[src/rtl/gpu_pkg.sv]
// Shared GPU definitions: fragment-writer FSM encoding and default widths.
package gpu_pkg;

  typedef enum logic [1:0] {
    ST_IDLE  = 2'd0,
    ST_DRAIN = 2'd1,
    ST_CLEAR = 2'd2
  } fw_state_e;

  localparam int unsigned FW_FIFO_DEPTH = 4;
  localparam int unsigned FW_COORD_W    = 4;
  localparam int unsigned FW_COLOR_W    = 8;

endpackage

[src/rtl/frag_fifo.sv]
// Power-of-two circular FIFO; exposes the head and the entry behind it so the
// writer can reload its output register in the same cycle it pops.
module frag_fifo #(
  parameter int unsigned DEPTH = 4,
  parameter int unsigned WIDTH = 8
) (
  input  logic             clk,
  input  logic             rst_n,
  input  logic             push,
  input  logic             pop,
  input  logic [WIDTH-1:0] din,
  output logic             full,
  output logic             empty,
  output logic             multi,
  output logic [WIDTH-1:0] head,
  output logic [WIDTH-1:0] next
);

  localparam int unsigned AW = $clog2(DEPTH);

  logic [WIDTH-1:0] mem_q [DEPTH];
  logic [AW-1:0]    wr_ptr_q;
  logic [AW-1:0]    rd_ptr_q;
  logic [AW-1:0]    rd_nxt;
  logic [AW:0]      cnt_q;

  always_ff @(posedge clk or negedge rst_n) begin
    if (!rst_n) begin
      wr_ptr_q <= '0;
      rd_ptr_q <= '0;
      cnt_q    <= '0;
    end else begin
      if (push) wr_ptr_q <= wr_ptr_q + AW'(1);
      if (pop)  rd_ptr_q <= rd_ptr_q + AW'(1);
      case ({push, pop})
        2'b10:   cnt_q <= cnt_q + (AW+1)'(1);
        2'b01:   cnt_q <= cnt_q - (AW+1)'(1);
        default: ;
      endcase
    end
  end

  always_ff @(posedge clk) begin
    if (push) mem_q[wr_ptr_q] <= din;
  end

  assign rd_nxt = rd_ptr_q + AW'(1);
  assign full   = (cnt_q == (AW+1)'(DEPTH));
  assign empty  = (cnt_q == '0);
  assign multi  = (cnt_q > (AW+1)'(1));
  assign head   = mem_q[rd_ptr_q];
  assign next   = mem_q[rd_nxt];

endmodule

[src/rtl/frag_writer.sv]
// Buffers rasterized fragments and writes them to the framebuffer, or fills the
// whole framebuffer on a clear request. FRAG_WRITER_COUNT_EN adds frag_count.
module frag_writer
  import gpu_pkg::*;
#(
  parameter int unsigned FIFO_DEPTH = FW_FIFO_DEPTH,
  parameter int unsigned COORD_W    = FW_COORD_W,
  parameter int unsigned COLOR_W    = FW_COLOR_W
) (
  input  logic                 c,
  input  logic                 rst_n,
  input  logic                 in_valid,
  output logic                 in_ready,
  input  logic [COORD_W-1:0]   in_x,
  input  logic [COORD_W-1:0]   in_y,
  input  logic [COLOR_W-1:0]   in_color,
  input  logic                 in_last,
  input  logic                 clr_req,
  input  logic [COLOR_W-1:0]   clr_color,
  output logic                 fb_we,
  output logic [2*COORD_W-1:0] fb_addr,
  output logic [COLOR_W-1:0]   fb_wdata,
  input  logic                 fb_ready,
  output logic                 busy,
  output logic                 line_done
`ifdef FRAG_WRITER_COUNT_EN
  ,
  output logic [15:0]          frag_count
`endif
);

  localparam int unsigned AW_FB = 2*COORD_W;
  localparam int unsigned EW    = 2*COORD_W + COLOR_W + 1;

  fw_state_e          state_q, state_d;
  logic               fb_we_q, fb_we_d;
  logic [AW_FB-1:0]   fb_addr_q, fb_addr_d;
  logic [COLOR_W-1:0] fb_wdata_q, fb_wdata_d;
  logic               fb_last_q, fb_last_d;
  logic               clr_pend_q, clr_pend_d;
  logic [COLOR_W-1:0] clr_color_q, clr_color_d;
  logic               line_done_q, line_done_d;
  logic               rdy_en_q;

  logic               push, pop, full, empty, multi, wr_done, load;
  logic [EW-1:0]      din, head, next, src;

  assign din      = {in_x, in_y, in_color, in_last};
  assign in_ready = rdy_en_q && !full && (state_q != ST_CLEAR) && !clr_pend_q;
  assign push     = in_valid && in_ready;
  assign wr_done  = fb_we_q && fb_ready;
  assign pop      = wr_done && (state_q == ST_DRAIN);

  frag_fifo #(
    .DEPTH (FIFO_DEPTH),
    .WIDTH (EW)
  ) u_fifo (
    .clk   (c),
    .rst_n (rst_n),
    .push  (push),
    .pop   (pop),
    .din   (din),
    .full  (full),
    .empty (empty),
    .multi (multi),
    .head  (head),
    .next  (next)
  );

  always_comb begin
    state_d     = state_q;
    fb_we_d     = fb_we_q;
    fb_addr_d   = fb_addr_q;
    fb_wdata_d  = fb_wdata_q;
    fb_last_d   = fb_last_q;
    clr_pend_d  = clr_pend_q;
    clr_color_d = clr_color_q;
    line_done_d = pop && fb_last_q;
    load        = 1'b0;
    src         = head;

    if (clr_req && !clr_pend_q && (state_q != ST_CLEAR)) begin
      clr_pend_d  = 1'b1;
      clr_color_d = clr_color;
    end

    case (state_q)
      ST_IDLE: begin
        if (!empty) begin
          state_d = ST_DRAIN;
        end else if (clr_pend_q) begin
          state_d    = ST_CLEAR;
          clr_pend_d = 1'b0;
          fb_we_d    = 1'b1;
          fb_addr_d  = '0;
          fb_wdata_d = clr_color_q;
          fb_last_d  = 1'b0;
        end
      end
      ST_DRAIN: begin
        // The output register holds the head; on completion reload from the
        // entry behind it so back-to-back writes need no bubble.
        if (wr_done) begin
          if (multi) begin
            load = 1'b1;
            src  = next;
          end else begin
            fb_we_d = 1'b0;
            if (!push) state_d = ST_IDLE;
          end
        end else if (!fb_we_q) begin
          if (!empty) load = 1'b1;
          else        state_d = ST_IDLE;
        end
      end
      ST_CLEAR: begin
        if (wr_done) begin
          if (fb_addr_q == '1) begin
            fb_we_d = 1'b0;
            state_d = ST_IDLE;
          end else begin
            fb_addr_d = fb_addr_q + AW_FB'(1);
          end
        end
      end
      default: state_d = ST_IDLE;
    endcase

    if (load) begin
      fb_we_d    = 1'b1;
      fb_addr_d  = {src[EW-1-COORD_W -: COORD_W], src[EW-1 -: COORD_W]};
      fb_wdata_d = src[COLOR_W:1];
      fb_last_d  = src[0];
    end
  end

  always_ff @(posedge c or negedge rst_n) begin
    if (!rst_n) begin
      state_q     <= ST_IDLE;
      fb_we_q     <= 1'b0;
      fb_addr_q   <= '0;
      fb_wdata_q  <= '0;
      fb_last_q   <= 1'b0;
      clr_pend_q  <= 1'b0;
      clr_color_q <= '0;
      line_done_q <= 1'b0;
      rdy_en_q    <= 1'b0;
    end else begin
      state_q     <= state_d;
      fb_we_q     <= fb_we_d;
      fb_addr_q   <= fb_addr_d;
      fb_wdata_q  <= fb_wdata_d;
      fb_last_q   <= fb_last_d;
      clr_pend_q  <= clr_pend_d;
      clr_color_q <= clr_color_d;
      line_done_q <= line_done_d;
      rdy_en_q    <= 1'b1;
    end
  end

  assign fb_we     = fb_we_q;
  assign fb_addr   = fb_addr_q;
  assign fb_wdata  = fb_wdata_q;
  assign line_done = line_done_q;
  assign busy      = (state_q == ST_CLEAR) || !empty;

`ifdef FRAG_WRITER_COUNT_EN
  logic [15:0] frag_count_q;

  always_ff @(posedge c or negedge rst_n) begin
    if (!rst_n)   frag_count_q <= '0;
    else if (pop) frag_count_q <= frag_count_q + 16'd1;
  end

  assign frag_count = frag_count_q;
`endif

endmodule

[config.mk]
export PLATFORM = sky130hd
export DESIGN_NAME = frag_writer
export DESIGN_NICKNAME = d
export VERILOG_FILES = /design/src/rtl/gpu_pkg.sv /design/src/rtl/frag_fifo.sv /design/src/rtl/frag_writer.sv
export SDC_FILE = /design/constraint.sdc
export NUM_CORES = 1
export LEC_CHECK = 0
export BUFFER_PORTS_ARGS = -buffer_cell sky130_fd_sc_hd__clkbuf_2
export CAP_MARGIN = 40
export CORE_ASPECT_RATIO = 1.2
export CORE_MARGIN = 3
export CORE_UTILIZATION = 55
export DETAILED_ROUTE_END_ITERATION = 16
export GPL_ROUTABILITY_DRIVEN = 0
export PLACE_DENSITY = 0.85
export SYNTH_ARGS = -nofsm -noshare
export SYNTH_HDL_FRONTEND = slang
export SYNTH_SLANG_ARGS = --single-unit
[constraint.sdc]
create_clock -name c -period 5 [get_ports c]
set_input_delay 0.25 -clock c [delete_from_list [all_inputs] [get_ports c]]
set_output_delay 0.25 -clock c [all_outputs]
set_load 0.01 [all_outputs]
# Word-level counts from Yosys, hierarchy flattened
# Memories as Yosys holds them, arrays and structs flattened.
# Cells that the tools add are included.
# W data, S select, Z words.
# totals
reg_bits	38
latchBits	0
ram_bits	68
rom_bits	0
input_bits	30
memories	1
# op_classes
add_sub_neg	5
multipliers	0
div_mod_pow	0
magnitude_cmp	1
n_eq_ne	21
shifts	0
mux	47
bitwise_logic	0
reduce_logical	25
# memory_table
name	depth	width	read_ports	rd_clocked_by_memory_dff	write_ports	line_no	rtl
u_fifo.mem_q	4	17	2	0	1	frag_fifo.sv:21	logic [WIDTH-1:0] mem_q [DEPTH];
# ops
cell	count
$mux W8	9
$mux W17	3
$ne A3 B3 Y1 const B	12
$mux W1	22
$mux W2	9
$pmux W8 S2	1
$reduce_and A7 Y1	2
$logic_and A1 B1 Y1	9
$add A8 B1 Y8 const B	1
$eq A8 B8 Y1 const B	1
$reduce_bool A2 Y1	4
$ne A2 B2 Y1 const B	3
$pmux W2 S3	1
$pmux W3 S2	1
$reduce_and A5 Y1	1
$add A2 B1 Y2 const B	2
$eq A2 B1 Y1 const B	2
$eq A2 B2 Y1 const B	2
$reduce_bool A4 Y1	1
$add A3 B1 Y3 const B	1
$eq A3 B3 Y1 const B	1
$gt A3 B1 Y1 const B	1
$logic_not A1 Y1	3
$logic_not A3 Y1	1
6 further kinds	6

# Depth between registers and ports, before layout
# logic_depth
depth_word	10
depth_mapped	9
mapped_depth_nobuf	8

# By module
# From an unflattened synthesis, not the netlist that was laid out.
# unflattened
hier_cells	315
hier_area_um2	5165.0
# modules_own_cells
mod	instances	cells_per_inst	area_per_inst_um2	seq_area_each_um2
frag_fifo	1	150	3378.2	2217.1
frag_writer	1	165	1786.7	775.7

# Least setup slack after synthesis
# OpenSTA, ideal clock, no wires.
# synth_path
path_type	flip-flop to flip-flop
startpoint	register state_q[0]
endpoint	memory u_fifo.mem_q[0][0] in the netlist's numbering, enable pin
setup_ns	0.375
arrival_ns	1.796
required_ns	4.625
slack_ns	2.829
stages_incl_launch_ff	7
path_buffers	2
cell_sequence	dfrtp_1 -> inv_1 -> ha_1 -> clkbuf_1 -> clkbuf_1 -> and3b_1 -> and3_1
# synth_between
elab_chain_cells	6
# synth_lines
element	line_no	rtl
start, declared	frag_writer.sv:35	fw_state_e state_q, state_d;
start signal, assigned	frag_writer.sv:149	state_q <= state_d;
$ne A2 B2 Y1	frag_writer.sv:49	assign in_ready = rdy_en_q && !full && (state_q != ST_CLEAR) && !clr_pend_q;
$logic_and A1 B1 Y1 (2 in series)	frag_writer.sv:49	
via in_ready	frag_writer.sv:13	output logic in_ready,
$logic_and A1 B1 Y1	frag_writer.sv:50	assign push = in_valid && in_ready;
$mux W1	frag_fifo.sv:44	if (push) mem_q[wr_ptr_q] <= din;
$mux W1 (implied by the code)	frag_fifo.sv:44	
end, declared	frag_fifo.sv:21	
# The timed path passes the listed nets, and every way through them passes these cells.

# Worst setup path in the final report
# layout_path
startpoint	register u_fifo.cnt_q[0]
endpoint	memory u_fifo.mem_q[3][14] in the netlist's numbering, enable pin
# layout_between
elab_chain_cells	8
# layout_lines
element	line_no	rtl
start, declared	frag_fifo.sv:25	logic [AW:0] cnt_q;
start signal, assigned	frag_fifo.sv:36	2'b10: cnt_q <= cnt_q + (AW+1)'(1);
start signal, assigned	frag_fifo.sv:37	2'b01: cnt_q <= cnt_q - (AW+1)'(1);
$eq A3 B3 Y1	frag_fifo.sv:48	assign full = (cnt_q == (AW+1)'(DEPTH));
$logic_not A1 Y1	frag_writer.sv:49	
$logic_and A1 B1 Y1 (3 in series)	frag_writer.sv:49	
$logic_and A1 B1 Y1	frag_writer.sv:50	
$mux W1	frag_fifo.sv:44	
$mux W1 (implied by the code)	frag_fifo.sv:44	
# Every way passes these cells.

==> reports/qor.csv <==
metric,value,unit
outcome,"complete, no violations",
end_kind,flop,
crit_type,reg -> reg,
fin_crit,2440,ps
max_slew_margin,0.389,
cp_data_required_time,4990,ps
cts_sinks,106,
worst_pin_slew,917,ps
avgSynthCellArea,15.3,um^2
finalSetupViolations,0,
fin_nets,429,
drt_drc_violations_left,0,
synthArstFlopShare,0.358,
drtAntennaViolNets,0,
post_cts_buffers,0,
cp.arrival,2440,ps
fmax,409,MHz
io_pins,50,
min_path_type,in -> reg,
die-area,10500,um^2
routed_wl,10.5,mm
htree_num_levels,3,
multi_input_area,1980,um^2
rsz0062_at_grt,no,
report.final.hold_viol_count,0,
firstDrtPassIters,7,
rows,38,
cts_made_buffers,9,
ys_seq_area_frac,0.582,
wire_per_inst,20.7,um
slew_viol_final,0,
crit_path_cell_trace,inv_1 -> ha_1 -> a21oi_1 -> and3b_1 -> and3_1,
cts_root_buf,clkbuf_8,
ys_warn_count,0,
num-fill-cells,646,
synthToLayoutAreaGrowth,10.4,%
port_buffers,49,
drt_iter0_drc,392,
first_global_vias,3308,
worst-path-max-fanout,17,
synth_cell_types,53,
placed_cells,493,
cellLeakagePower,2.16,nW
grt_pass1_wl,17.0,mm
track_usage,0.213,
fin_cells,510,
finalSetupTns,0,ps
place_hpwl,7.73,mm
clk_path_buf_depth,2,
core,9080,um^2
critPathTopFamily,simple AND/OR/NAND/NOR gates,
start_util,0.566,
final_cell_mix,"edfxtp_1 (68), clkbuf_2 (49), dfrtp_1 (37)",
grt_max_degree,36,
drive_above_1_share,0.308,
antenna_found_initial,0,
overflow,0,
num_vias,3185,
cts_tree,yes,
die_w,94.2,um
cp_num_buf_inv,1,
critPathMaxStageDelay,770,ps
seq_area,2990,um^2
synth_cells,336,
diodes,0,
max_cap_violations,0,
layout_commonest_cell,edfxtp_1,
synth_edf_count,68,
period_share,0.489,
crit_path_start_kind,flop,
post_cts_resized,0,
hold_buffers,1,
clk_pin_slew,90,ps
peakVddDrop,0.000190,V
finClkSkew,11.8,ps
viasPerCell,6.25,
die_y,112,um
slowest_stage,and3_1,
synth_seq_cells,106,
syn_nets,380,
power.density,545,nW/um^2
syn-cell-area,5140,um^2
synthFlopType,edfxtp_1,
clock_latency,360,ps
==> per-stage QoR <==
stage | setup slack, ps | power (mW) | area, um^2 | utilization | hold slack, ps
floorplan | 2830 | 2.31 | 5140 | - | -45.6
global placement | 2620 | 2.53 | 5440 | 0.599 | 424
detailed placement | 2570 | 2.64 | 5490 | 0.605 | 90.5
CTS | 2540 | 3.10 | 5670 | 0.625 | 81.3
global route | 2400 | 3.28 | 5670 | 0.625 | 95.1
finish | 2560 | 3.09 | 5670 | 0.625 | 99.4
==> registers in the layout (all words and copies together) (netlist names), 2 cells and up <==
signal           cells
state_q              2
fb_wdata             8
u_fifo.cnt_q         3
clr_color_q          8
u_fifo.wr_ptr_q      2
fb_addr              8
u_fifo.rd_ptr_q      2
u_fifo.mem_q        68
==> where the power goes <==
| group | internal [mW] | total, mW | leakage [nW] | switching, mW |
|---|---|---|---|---|
| Combinational | 0.659 | 1.35 | 0.992 | 0.687 |
| Sequential | 1.12 | 1.28 | 1.08 | 0.163 |
| Clock | 0.192 | 0.465 | 0.0867 | 0.273 |
| Total | 1.97 | 3.09 | 2.16 | 1.12 |
==> worst paths after layout <==
path / endpoint / slack (ps) / startpoint / depth (start not counted)
worst max-delay path: u_fifo.mem_q[3][14] / 2560 / u_fifo.cnt_q[0] / 5
worst min-delay path: u_fifo.mem_q[1][16] / 100 / in_x[3] / 1
worst max register to register: u_fifo.mem_q[3][14] / 2560 / u_fifo.cnt_q[0] / 5
worst min register to register: line_done / 510 / fb_last_q / 1
max in group asynchronous: u_fifo.rd_ptr_q[0] / 4340 / rst_n / 3
min in group asynchronous: fb_wdata[1] / 240 / rst_n / 2
==> worst register-to-register path, delay by kind of cell, from the launching register on <==
family                     cells  cell delay (ps)
and+or+nand+nor                2             1060
adders and majority gates      1              260
AOI/OAI and AO/OA              1              210
buffers and inverters          1               90
DFF                            1              440
==> area by class of cell <==
class	count	share of cell area
sequential	106	0.528
multi-input combinational	197	0.348
timing repair buffer	54	0.0560
tap	120	0.0265
clock buffer	11	0.0249
inverter	17	0.0112
clock inverter	5	0.00529
==> per-layer routing <==
metal | up-vias | part of all wire | wire (um) | global-route usage
met2 | 134 | 0.54 | 5640 | 0.364
li1 | 1434 | - | - | -
met4 | 0 | 0.022 | 232 | 0.0751
met3 | 24 | 0.060 | 633 | 0.0345
met1 | 1593 | 0.38 | 4030 | 0.275
met5 | - | 0 | 0 | 0
==> kinds of logic after synthesis <==
kind of cell | after synthesis | synth area share
flip-flops | 106 | 0.582
AO/OA/AOI/OAI | 83 | 0.113
AND/OR/NAND/NOR | 47 | 0.0519
multiplexers | 46 | 0.175
buffers and inverters | 33 | 0.0329
adder cells (fa/ha/maj) | 14 | 0.0341
XOR/XNOR | 6 | 0.0102
other | 1 | 0.000730
==> synthesized netlist by cell type (5+ instances only) <==
master	instances	area, um^2
a21oi_1	15	75.1
and3_1	6	37.5
nand2_1	15	56.3
ha_1	14	175
inv_1	17	63.8
nor2_1	6	22.5
mux2_2	9	101
edfxtp_1	68	2040
a22oi_1	5	37.5
buf_2	9	45.0
a2bb2oi_1	7	61.3
o22ai_1	17	106
dfrtp_1	38	951
o21ai_0	8	40.0
mux4_2	34	766
Note: power is estimated with default switching activity, not from simulation.
